===== config.mk =====
export PLATFORM = sky130hd
export DESIGN_NAME = mem_arbiter
export DESIGN_NICKNAME = d
export VERILOG_FILES = /design/src/rtl/mem_arb_pkg.sv /design/src/rtl/mem_arb_rr.sv /design/src/rtl/mem_arbiter.sv
export SDC_FILE = /design/constraint.sdc
export NUM_CORES = 1
export LEC_CHECK = 0
export CAP_MARGIN = 0
export CORE_MARGIN = 3
export CORE_UTILIZATION = 25
export CTS_CLUSTER_DIAMETER = 100
export CTS_CLUSTER_SIZE = 10
export DETAILED_ROUTE_END_ITERATION = 7
export SLEW_MARGIN = 20
export SYNTH_ARGS = -nofsm -noshare
export SYNTH_HDL_FRONTEND = slang
export SYNTH_SLANG_ARGS = --single-unit

===== constraint.sdc =====
create_clock -name clk -period 2.4 [get_ports clk]
set_input_delay 0.72 -clock clk [delete_from_list [all_inputs] [get_ports clk]]
set_output_delay 0.72 -clock clk [all_outputs]
set_load 0.02 [all_outputs]

===== src/rtl/mem_arb_pkg.sv =====
// Shared types for the memory arbiter: controller states, requester port
// identifiers and the wait-state counter width.
package mem_arb_pkg;

  typedef enum logic [1:0] {
    IDLE   = 2'd0,
    ACCESS = 2'd1,
    RESP   = 2'd2
  } state_e;

  typedef enum logic {
    PORT_I = 1'b0,
    PORT_D = 1'b1
  } port_e;

  localparam int unsigned WAIT_CNT_W = 4;
  localparam int unsigned WAIT_MAX   = (1 << WAIT_CNT_W) - 1;

endpackage


===== src/rtl/mem_arb_rr.sv =====
// Two-way round-robin picker (purely combinational).
// Ports:
//   ireq_i       - instruction-fetch request
//   dreq_i       - load/store request
//   last_grant_i - port granted most recently (held by the parent)
//   valid_o      - at least one request present
//   port_o       - winning port
module mem_arb_rr
  import mem_arb_pkg::*;
(
  input  logic  ireq_i,
  input  logic  dreq_i,
  input  port_e last_grant_i,
  output logic  valid_o,
  output port_e port_o
);

  always_comb begin
    valid_o = ireq_i | dreq_i;
    port_o  = PORT_I;
    if (ireq_i && dreq_i) begin
      // On a tie the port that did not win last time goes first.
      port_o = (last_grant_i == PORT_I) ? PORT_D : PORT_I;
    end else if (dreq_i) begin
      port_o = PORT_D;
    end
  end

endmodule


===== src/rtl/mem_arbiter.sv =====
// Shares a single-port memory between instruction fetch (I) and load/store
// (D) with a req/ack handshake per port, round-robin arbitration and a
// programmable number of wait states.
// Ports:
//   clk, rst_n                  - clock, asynchronous active-low reset
//   i_req/i_addr/i_ack/i_rdata  - fetch port (read only)
//   d_req/d_we/d_addr/d_wdata   - load/store request
//   d_ack/d_rdata               - load/store completion and read word
//   mem_addr/mem_data           - registered address / write data to memory
//   mem_rd/mem_wr/mem_en        - memory strobes
//   mem_out                     - memory read bus (high-Z unless read-enabled)
module mem_arbiter
  import mem_arb_pkg::*;
#(
  parameter int unsigned WORD_SIZE   = 32,
  parameter int unsigned ADDR_WIDTH  = 16,
  parameter int unsigned WAIT_CYCLES = 0
) (
  input  logic                  clk,
  input  logic                  rst_n,
  input  logic                  i_req,
  input  logic [ADDR_WIDTH-1:0] i_addr,
  output logic                  i_ack,
  output logic [WORD_SIZE-1:0]  i_rdata,
  input  logic                  d_req,
  input  logic                  d_we,
  input  logic [ADDR_WIDTH-1:0] d_addr,
  input  logic [WORD_SIZE-1:0]  d_wdata,
  output logic                  d_ack,
  output logic [WORD_SIZE-1:0]  d_rdata,
  output logic [ADDR_WIDTH-1:0] mem_addr,
  output logic [WORD_SIZE-1:0]  mem_data,
  output logic                  mem_rd,
  output logic                  mem_wr,
  output logic                  mem_en,
  input  logic [WORD_SIZE-1:0]  mem_out
);

  if (WAIT_CYCLES > WAIT_MAX) begin : g_bad_wait
    $error("mem_arbiter: WAIT_CYCLES must be in 0..15");
  end

  state_e                  state_q, state_d;
  logic [WAIT_CNT_W-1:0]   cnt_q, cnt_d;
  port_e                   last_q, last_d;
  port_e                   gnt_q, gnt_d;
  logic                    we_q, we_d;
  logic [ADDR_WIDTH-1:0]   addr_q, addr_d;
  logic [WORD_SIZE-1:0]    wdata_q, wdata_d;
  logic [WORD_SIZE-1:0]    irdata_q, irdata_d;
  logic [WORD_SIZE-1:0]    drdata_q, drdata_d;

  logic  rr_valid;
  port_e rr_port;

  mem_arb_rr u_rr (
    .ireq_i       (i_req),
    .dreq_i       (d_req),
    .last_grant_i (last_q),
    .valid_o      (rr_valid),
    .port_o       (rr_port)
  );

  always_ff @(posedge clk or negedge rst_n) begin
    if (!rst_n) begin
      state_q  <= IDLE;
      cnt_q    <= '0;
      last_q   <= PORT_I;
      gnt_q    <= PORT_I;
      we_q     <= 1'b0;
      addr_q   <= '0;
      wdata_q  <= '0;
      irdata_q <= '0;
      drdata_q <= '0;
    end else begin
      state_q  <= state_d;
      cnt_q    <= cnt_d;
      last_q   <= last_d;
      gnt_q    <= gnt_d;
      we_q     <= we_d;
      addr_q   <= addr_d;
      wdata_q  <= wdata_d;
      irdata_q <= irdata_d;
      drdata_q <= drdata_d;
    end
  end

  always_comb begin
    state_d  = state_q;
    cnt_d    = cnt_q;
    last_d   = last_q;
    gnt_d    = gnt_q;
    we_d     = we_q;
    addr_d   = addr_q;
    wdata_d  = wdata_q;
    irdata_d = irdata_q;
    drdata_d = drdata_q;

    // Strobes decode straight from the state register, so an asynchronous
    // reset drops them at once and mem_wr can only be high in the final
    // ACCESS cycle.
    mem_en = (state_q == ACCESS);
    mem_rd = (state_q == ACCESS) && !we_q;
    mem_wr = (state_q == ACCESS) && we_q && (cnt_q == '0);
    i_ack  = (state_q == RESP) && (gnt_q == PORT_I);
    d_ack  = (state_q == RESP) && (gnt_q == PORT_D);

    unique case (state_q)
      IDLE: begin
        if (rr_valid) begin
          gnt_d   = rr_port;
          last_d  = rr_port;
          cnt_d   = WAIT_CNT_W'(WAIT_CYCLES);
          state_d = ACCESS;
          if (rr_port == PORT_D) begin
            addr_d  = d_addr;
            wdata_d = d_wdata;
            we_d    = d_we;
          end else begin
            addr_d  = i_addr;
            we_d    = 1'b0;
          end
        end
      end
      ACCESS: begin
        if (cnt_q != '0) begin
          cnt_d = cnt_q - 1'b1;
        end else begin
          // mem_out is only driven while rd and en are both high, which is
          // exactly this read cycle.
          if (!we_q) begin
            if (gnt_q == PORT_I) irdata_d = mem_out;
            else                 drdata_d = mem_out;
          end
          state_d = RESP;
        end
      end
      RESP: begin
        // Requests are ignored here so a req that is still high is only
        // re-arbitrated from IDLE.
        state_d = IDLE;
      end
      default: state_d = IDLE;
    endcase
  end

  assign mem_addr = addr_q;
  assign mem_data = wdata_q;
  assign i_rdata  = irdata_q;
  assign d_rdata  = drdata_q;

endmodule


; Yosys cells after proc, flatten, opt, wreduce, memory -nomap -nowiden
; Index checks and enable logic that the tools add are counted.
[op_classes]
eq_ne = 5
n_bitwise = 4
n_addsub = 1
muxes = 11
reduce_logical = 17
[op_table]
columns = op, n
row1 = two-way mux 16 bit, 1
row2 = two-way mux 4 bit, 2
row3 = case mux 4 bit (2 select lines), 1
row4 = AND reduction 4 bit, 2
row5 = logical AND 1 bit, 6
row6 = AND reduction 3 bit, 2
row7 = zero test 4 bit, 1
row8 = two-way mux 1 bit, 4
row9 = two-way mux 2 bit, 2
row10 = != test 2 bit (second input constant), 2
row11 = case mux 2 bit (2 select lines), 1
row12 = AND reduction 2 bit, 2
row13 = nonzero test 4 bit, 1
row14 = subtractor 4 x 1 -> 4 bit (second input constant), 1
row15 = inverter 1 bit, 3
row16 = == test 2 x 1 -> 1 bit (second input constant), 1
row17 = == test 2 bit (second input constant), 1
row18 = zero test 2 bit, 1
row19 = != test 2 x 1 -> 1 bit (second input constant), 1
row20 = nonzero test 2 bit, 1
row21 = zero test 1 bit, 1
row22 = OR 1 bit, 1
[totals]
input_bits = 101
out_inout_bits = 117
ff_bits = 120
elab_cells = 46

; Logic depth before layout (Yosys ltp)
; Gate-level depths: netlist of run 1.
[logic_depth]
ltp_word = 3
mapped_depth = 7
ltp_nobuf = 5

; Hierarchy
; From an unflattened synthesis of run 1, not the netlist that was laid out.
[hier_totals]
cells_unflattened = 325
hier_area_um2 = 4902.2
[modules_own_cells]
columns = mod, seq_area_each_um2, n_inst, area_each_um2, cells_each
row1 = mem_arbiter, 3002.9, 1, 4888.4, 323
row2 = mem_arb_rr, 0.0, 1, 13.8, 2

; Worst setup path before layout of run 1
; OpenSTA, ideal clock, no wires.
[synth_timing]
path_kind = in2reg
from = input d_req
to = register wdata_q[11], in the netlist mem_data[11]
cell_stages = 5
slack_ns = 0.264
setup_ns = 0.125
n_path_buf = 2
arrival_ns = 2.011
required_ns = 2.275
cell_sequence = a21bo_2 -> clkbuf_1 -> nor2_1 -> buf_2 -> mux2_2
[synth_via]
elab_chain_cells = 3
word_cells_on_any_way = 5
classes_between = mux (2) / bitwise (1) / reduce/logical (2)
[synth_rtl]
columns = element, line_no
row1 = "start, declared", mem_arbiter.sv:25  ; input logic d_req,
row2 = two-way mux 1 bit or logical AND 1 bit (tied branches), "mem_arb_rr.sv:24, mem_arb_rr.sv:21"
row3 = two-way mux 1 bit, mem_arb_rr.sv:21  ; if (ireq_i && dreq_i) begin
row4 = AND reduction 3 bit (no source line) (*), --
row5 = "end signal, assigned", mem_arbiter.sv:82  ; wdata_q <= wdata_d;
row6 = "end, declared", mem_arbiter.sv:49  ; logic [WORD_SIZE-1:0] wdata_q, wdata_d;
; Mark *: on every way between the ends. The rest lies on a longest branch, timed or not.
; A chain may end at the register's enable or synchronous reset.

; Worst setup path after layout of run 1
[layout_timing]
from = register cnt_q[0]
to = output mem_wr
[layout_via]
elab_chain_cells = 2
[layout_rtl]
columns = element, line_no
row1 = "start, declared", mem_arbiter.sv:44  ; logic [WAIT_CNT_W-1:0] cnt_q, cnt_d;
row2 = "start signal, assigned", mem_arbiter.sv:77  ; cnt_q <= cnt_d;
row3 = zero test 4 bit, mem_arbiter.sv:104  ; mem_wr = (state_q == ACCESS) && we_q && (cnt_q == '0);
row4 = logical AND 1 bit, mem_arbiter.sv:104
row5 = "end, declared", mem_arbiter.sv:34  ; output logic mem_wr,
; Every way passes these cells.

==> reports/summary.txt, run 1 <==
global placement routability congestion: 0.7101
maxcap violations: 0
LEAKAGE: 3.439 nW
DR WL/cell: 16.20 um
vias per inst: 4.222
number of distinct standard cells referenced by the synthesized netlist: 34
logic gate share of total power: 48.1%
Finish-stage setup viols: 0
Final Hold Vio Count: 0
fin area: 8094 sq um
drt first pass iters: 4
Critical Path AT: 1550 ps
Syn Inst Count: 299
first-iteration detailed-routing DRC count: 93
Area growth syn-to-layout: 63.77%
fillers: 1780
dpl hpwl: 9268 um
type of the worst setup path: reg -> out
Final Skew: 11.41 ps
grt total ovfl: 0
post-layout util: 42.42%
status: complete, no violations
Synth area leader: dfrtp_1
clock power share: 21.8%
peak supply drop: 0.7398 mV
post-synth top area share: 60.76%
Worst Setup End Kind: output pin
Total Routing Usage GR: 12.50%
CP Max Fanout: 2
Worst R2R End: i_rdata[13]$_DFFE_PN0P_
vias in the first global route: 3792
reg-to-reg startpoint: cnt_q[0]$_DFFE_PN0P_
Net Count, Synth: 402
share of flip-flops with an asynchronous set or reset: 100.0%
relative slew slack: 42.44%
DRC Markers: 0
FP Rows: 50
Flop pwr share: 30.2%
Die Ht: 146.6 um
r2r worst-path depth: 6
via count: 3399
share of cells above drive strength 1: 33.39%
Max Slew Vio Count: 0
Die Width: 146.6 um
core box area: 19080 sq um
largest net degree at the start of global routing: 46
R2R setup slack: 260 ps
RSZ-0062 raised after global routing: false
Hold Path Class: in -> async
Post-Route WL: 13040 um
sw frac: 33.53%
Root Driver: clkbuf_16
fin crit share: 94.59%
crit path time final: 2270 ps
post-synthesis register bit count: 120
nets: 636
setup TNS: 0 ps
area of the die: 21490 sq um
Net Switching: 4.005 mW
Hold Buf Count CTS: 0
pwr dens: 1476 nW/um^2
CTS tree: yes
Pint: 7.940 mW
Critical Path RT: 1680 ps
Num CTS Buffers: 17
Initial Util: 25.90%
H-tree Lvls: 4
setup bufs post-CTS: 0
post-route ant nets: 0
count leader, synth: dfrtp_1
Avg Inst Size Synth: 16.53 sq um
Post-synth top cells: dfrtp_1, mux2_2, mux2_4, buf_2, nor2_1
clock sink count: 120
PostCTS Resize Cnt: 9
worst slew pin tran: 862.4 ps
Antenna Diode Count: 0
Most used DFF post-synth: dfrtp_1
EDFF count, synth: 0
Yosys warnings: 0
# port buffers: 217
I/O Pins: 218
fmax: 440.5 MHz
clock-pin transition on the worst setup and hold timing paths: 60 ps
top post-synthesis cells by area: dfrtp_1, mux2_2, mux2_4, buf_12, buf_2
Cell Area, Synth: 4942 sq um
Clock Latency Late Sink: 410 ps
first-pass GRT wire length: 21160 um
DP Area: 7501 sq um
Critical Path Start Type: flip-flop
Seq/Total Area, Yosys: 60.76%
CTS max path bufs: 2
initial antenna violation count: 0
-- state kept, by name (all words and copies together), names as in the netlist --
name	cells
mem_addr	16
i_rdata	32
state_q	2
d_rdata	32
we_q	1
gnt_q	1
mem_data	32
cnt_q	4
-- worst max-delay path, stage by stage, from the launching register on --
cell and delay (ps):
dfrtp_1 380, inv_1 80, ha_1 160, nor3b_2 190, and3_1 180, buf_2 170
-- layer usage --
| metal | share of wire [%] | routed length, um | vias to the layer above | global-route usage (%) |
|---|---|---|---|---|
| met1 | 42 | 5443 | 1690 | 14.80 |
| met5 | 0 | 0 | - | 0 |
| met2 | 48 | 6240 | 152 | 19.87 |
| met3 | 9.0 | 1176 | 13 | 5.990 |
| li1 | - | - | 1544 | - |
| met4 | 1.4 | 182 | 0 | 4.374 |
-- power by group through the flow --
stage | Clock (mW) | Sequential (mW) | Combinational [mW]
after CTS | 2.70 | 3.61 | 5.84
final | 2.60 | 3.60 | 5.74
after floorplan | 0 | 4.77 | 1.96
after global placement | 0 | 3.58 | 5.78
after detailed placement | 0 | 3.63 | 5.85
after global routing | 2.77 | 3.75 | 6.06
-- per-stage QoR --
step	power (mW)	instances	worst slack [ps]	hold WS (ps)
2_1_floorplan	6.734	299	263.8	424.4
3_3_place_gp	9.361	774	-40.56	486.3
3_5_place_dp	9.474	774	-131.9	491.7
4_1_cts	12.16	805	92.58	268.1
5_1_grt	12.58	805	26.91	296.3
6_report	11.95	805	129.9	272.6
-- cell usage in the layout (no fill, tap or decap), drive strengths merged, types with 2 or more instances in the layout --
cell | Yosys | routed
nor3b | 2 | 2
or2 | 2 | 2
inv | 3 | 3
dlygate4sd2 | 0 | 4
clkbuf | 3 | 23
nor2 | 5 | 5
bufinv | 0 | 3
clkinvlp | 0 | 2
clkdlybuf4s50 | 0 | 211
mux2 | 128 | 128
clkinv | 0 | 3
nand4b | 2 | 2
and3 | 2 | 2
ha | 2 | 2
buf | 12 | 15
dfrtp | 120 | 120
-- cell type report --
class                      count  area, sq um  share of cell area [%]
sequential                   120         3003                   37.10
timing repair buffer         230         2345                   28.97
multi-input combinational    161         1812                   22.38
clock buffer                  23        478.0                   5.905
tap                          260        325.3                   4.019
clock inverter                 8        120.1                   1.484
inverter                       3        11.26                  0.1391
-- cells by family (layout without fill, tap and decap cells) --
| kind of cell | Yosys count | count (layout) | share of synthesized area, % |
|---|---|---|---|
| flip-flops | 120 | 120 | 60.76 |
| multiplexers | 128 | 128 | 31.44 |
| AND/OR/NAND/NOR | 22 | 22 | 3.013 |
| adder cells (fa/ha/maj) | 2 | 2 | 0.5062 |
| buffers and inverters | 18 | 264 | 2.835 |
| AO/OA/AOI/OAI | 9 | 9 | 1.443 |
-- worst max path at each step --
stage / startpoint / slack, ps / endpoint / cells after the start
6_report: cnt_q[0]$_DFFE_PN0P_ / 130 / mem_wr / 5
5_1_grt: cnt_q[1]$_DFFE_PN0P_ / 30 / mem_wr / 5
4_1_cts: cnt_q[0]$_DFFE_PN0P_ / 90 / mem_wr / 5
3_5_place_dp: d_req / -130 / mem_addr[6]$_DFFE_PN0P_ / 4
3_3_place_gp: i_req / -40 / mem_addr[7]$_DFFE_PN0P_ / 4
2_1_floorplan: d_req / 260 / mem_data[11]$_DFFE_PN0P_ / 5
(Power assumes the default switching activity.)
==> inputs of run 2 (changes only) <==
GPL_TIMING_DRIVEN = 1   (was unset)
==> results of run 2 <==
No change in the layout: final DEF, timing and power equal those of run 1.
==> inputs of run 3 (changes only) <==
CORE_MARGIN = unset   (was 3)
==> run 3 against run 2 <==
  * Fmax down 2.0%
  * Non-clock buffer count up 1
  * Worst hold slack better by 37 ps
  * Worst setup slack worse by 45 ps
  * Sequential power about the same
  * Count of clock-buffer cells in the layout up 2
  * Critical path type unchanged
  * Wire length down 3.6%
  * Total power about the same
  * First-iteration DRC count up 45%
==> reports/summary.txt, run 3 (synthesized netlist as in run 1, its figures left out) <==
peak supply drop: 0.6554 mV (-11%)
fmax: 431.9 MHz (-2.0%)
Root Driver: clkbuf_16
CP Buf/Inv Count: 2 (unchanged)
clock-pin transition on the worst setup and hold timing paths: 60 ps (about the same)
core box area: 19400 sq um (+1.7%)
dpl hpwl: 8738 um (-5.7%)
DR WL/cell: 15.49 um (-4.4%)
Antenna Diode Count: 0 (unchanged)
post-route ant nets: 0 (unchanged)
Crit path largest cell delay: 390 ps (about the same)
Worst R2R End: i_rdata[11]$_DFFE_PN0P_
status: complete, no violations
global placement routability congestion: 0.7090 (-0.15%)
first-pass GRT wire length: 19760 um (-6.6%)
fillers: 1794 (+0.79%)
FP Rows: 51 (+2.0%)
Clock Latency Late Sink: 400 ps (about the same)
first-iteration detailed-routing DRC count: 135 (+45%)
most frequent cells in the layout: clkdlybuf4s50_1, dfrtp_1, mux2_2
grt total ovfl: 0 (unchanged)
RSZ-0062 raised after global routing: false
vias per inst: 4.142 (-1.9%)
Die Ht: 142.6 um (-2.7%)
drt first pass iters: 4 (unchanged)
reg-to-reg startpoint: cnt_q[0]$_DFFE_PN0P_
area of the die: 20330 sq um (-5.4%)
worst slew pin tran: 879.7 ps (+17.27 ps)
worst setup path startpoint: state_q[1]$_DFFE_PN0P_
CTS max path bufs: 2 (unchanged)
vias in the first global route: 3738 (-1.4%)
CP top delay family: buffers and inverters
via count: 3363 (-1.1%)
Final Hold Vio Count: 0 (unchanged)
CP cell instances: nand2b_2 -> buf_4 -> nor2_1 -> dlygate4sd2_1
Worst Setup End Kind: output pin
nets: 637 (+0.16%)
Max Slew Vio Count: 0 (unchanged)
maxcap violations: 0 (unchanged)
setup ws final: 84.50 ps (-45.44 ps)
clock sink count: 120 (unchanged)
r2r worst-path depth: 6 (unchanged)
Post-Route WL: 12580 um (-3.6%)
R2R setup slack: 270 ps (about the same)
H-tree Lvls: 4 (unchanged)
fin crit share: 96.48% (+1.9 points)
Place WS: -142.6 ps (-10.64 ps)
Critical Path Start Type: flip-flop
Hold Buf Count CTS: 0 (unchanged)
Total Routing Usage GR: 12.79% (+0.30 points)
CP Max Fanout: 9 (+7)
Finish-stage setup viols: 0 (unchanged)
CTS tree: yes
share of cells above drive strength 1: 33.46% (+0.061 points)
Critical Path AT: 1600 ps (+50 ps)
Area growth syn-to-layout: 64.18%
Num CTS Buffers: 17 (unchanged)
# port buffers: 217 (unchanged)
crit path time final: 2316 ps (+45.44 ps)
Final Skew: 8.506 ps (-2.900 ps)
Initial Util: 25.48% (-0.42 points)
Die Width: 142.6 um (-2.7%)
relative slew slack: 41.29% (-1.2 points)
Critical Path RT: 1680 ps (about the same)
setup TNS: 0 ps (unchanged)
initial antenna violation count: 0 (unchanged)
pwr dens: 1473 nW/um^2 (-0.21%)
DRC Markers: 0 (unchanged)
LEAKAGE: 3.447 nW (+0.26%)
slowest CP cell: dfrtp_1
largest net degree at the start of global routing: 70 (+52%)
commonest non-fill, non-tap cell in the layout: clkdlybuf4s50_1
I/O Pins: 218 (unchanged)
Hold Path Class: in -> async
type of the worst setup path: reg -> out
[run 3: per-stage QoR]
stage                     utilization [%]  cells  hold slack (ps)  power, mW  instance area [sq um]
after global placement              38.67    780            486.3      9.317                   7502
after CTS                           41.83    812            304.2      12.15                   8114
after global routing                41.83    812            311.8      12.57                   8114
final                               41.83    812            310.1      11.95                   8114
after detailed placement            38.67    780            493.8      9.420                   7502
after floorplan                         -    299            424.4      6.734                   4942
[run 3: what timing repair did]
action / in CTS / in global routing
pin swaps: 0 / 0
endpoints found under the setup margin: 5 / 1
gates resized for setup: 8 / 2
setup buffers: 0 / 0
[run 3: routing by layer]
layer | vias to the layer above | track usage (%) | share of wire, %
met5 | - | 0 | 0
met4 | 0 | 4.924 | 1.3
met3 | 12 | 5.215 | 8.5
met2 | 140 | 20.79 | 49
met1 | 1667 | 15.02 | 41
li1 | 1544 | - | -
[run 3: area by class of cell]
cell class	instances	area [sq um]	area share, %
inverter	3	11.26	0.1388
multi-input combinational	161	1818	22.41
clock inverter	7	115.1	1.419
tap	265	331.6	4.086
timing repair buffer	231	2340	28.84
sequential	120	3003	37.01
clock buffer	25	495.5	6.106
[run 3: where the power goes]
group	switching, mW	internal (mW)
combinational	2.52	3.18
clock	0.905	1.74
sequential	0.556	3.05
total	3.98	7.97
[run 3: worst max path at each step]
stage / endpoint / cells after the start
after global routing: mem_rd / 4
after detailed placement: mem_addr[3]$_DFFE_PN0P_ / 4
after global placement: mem_addr[6]$_DFFE_PN0P_ / 4
final: mem_rd / 4
after floorplan: mem_data[11]$_DFFE_PN0P_ / 5
after CTS: mem_wr / 5
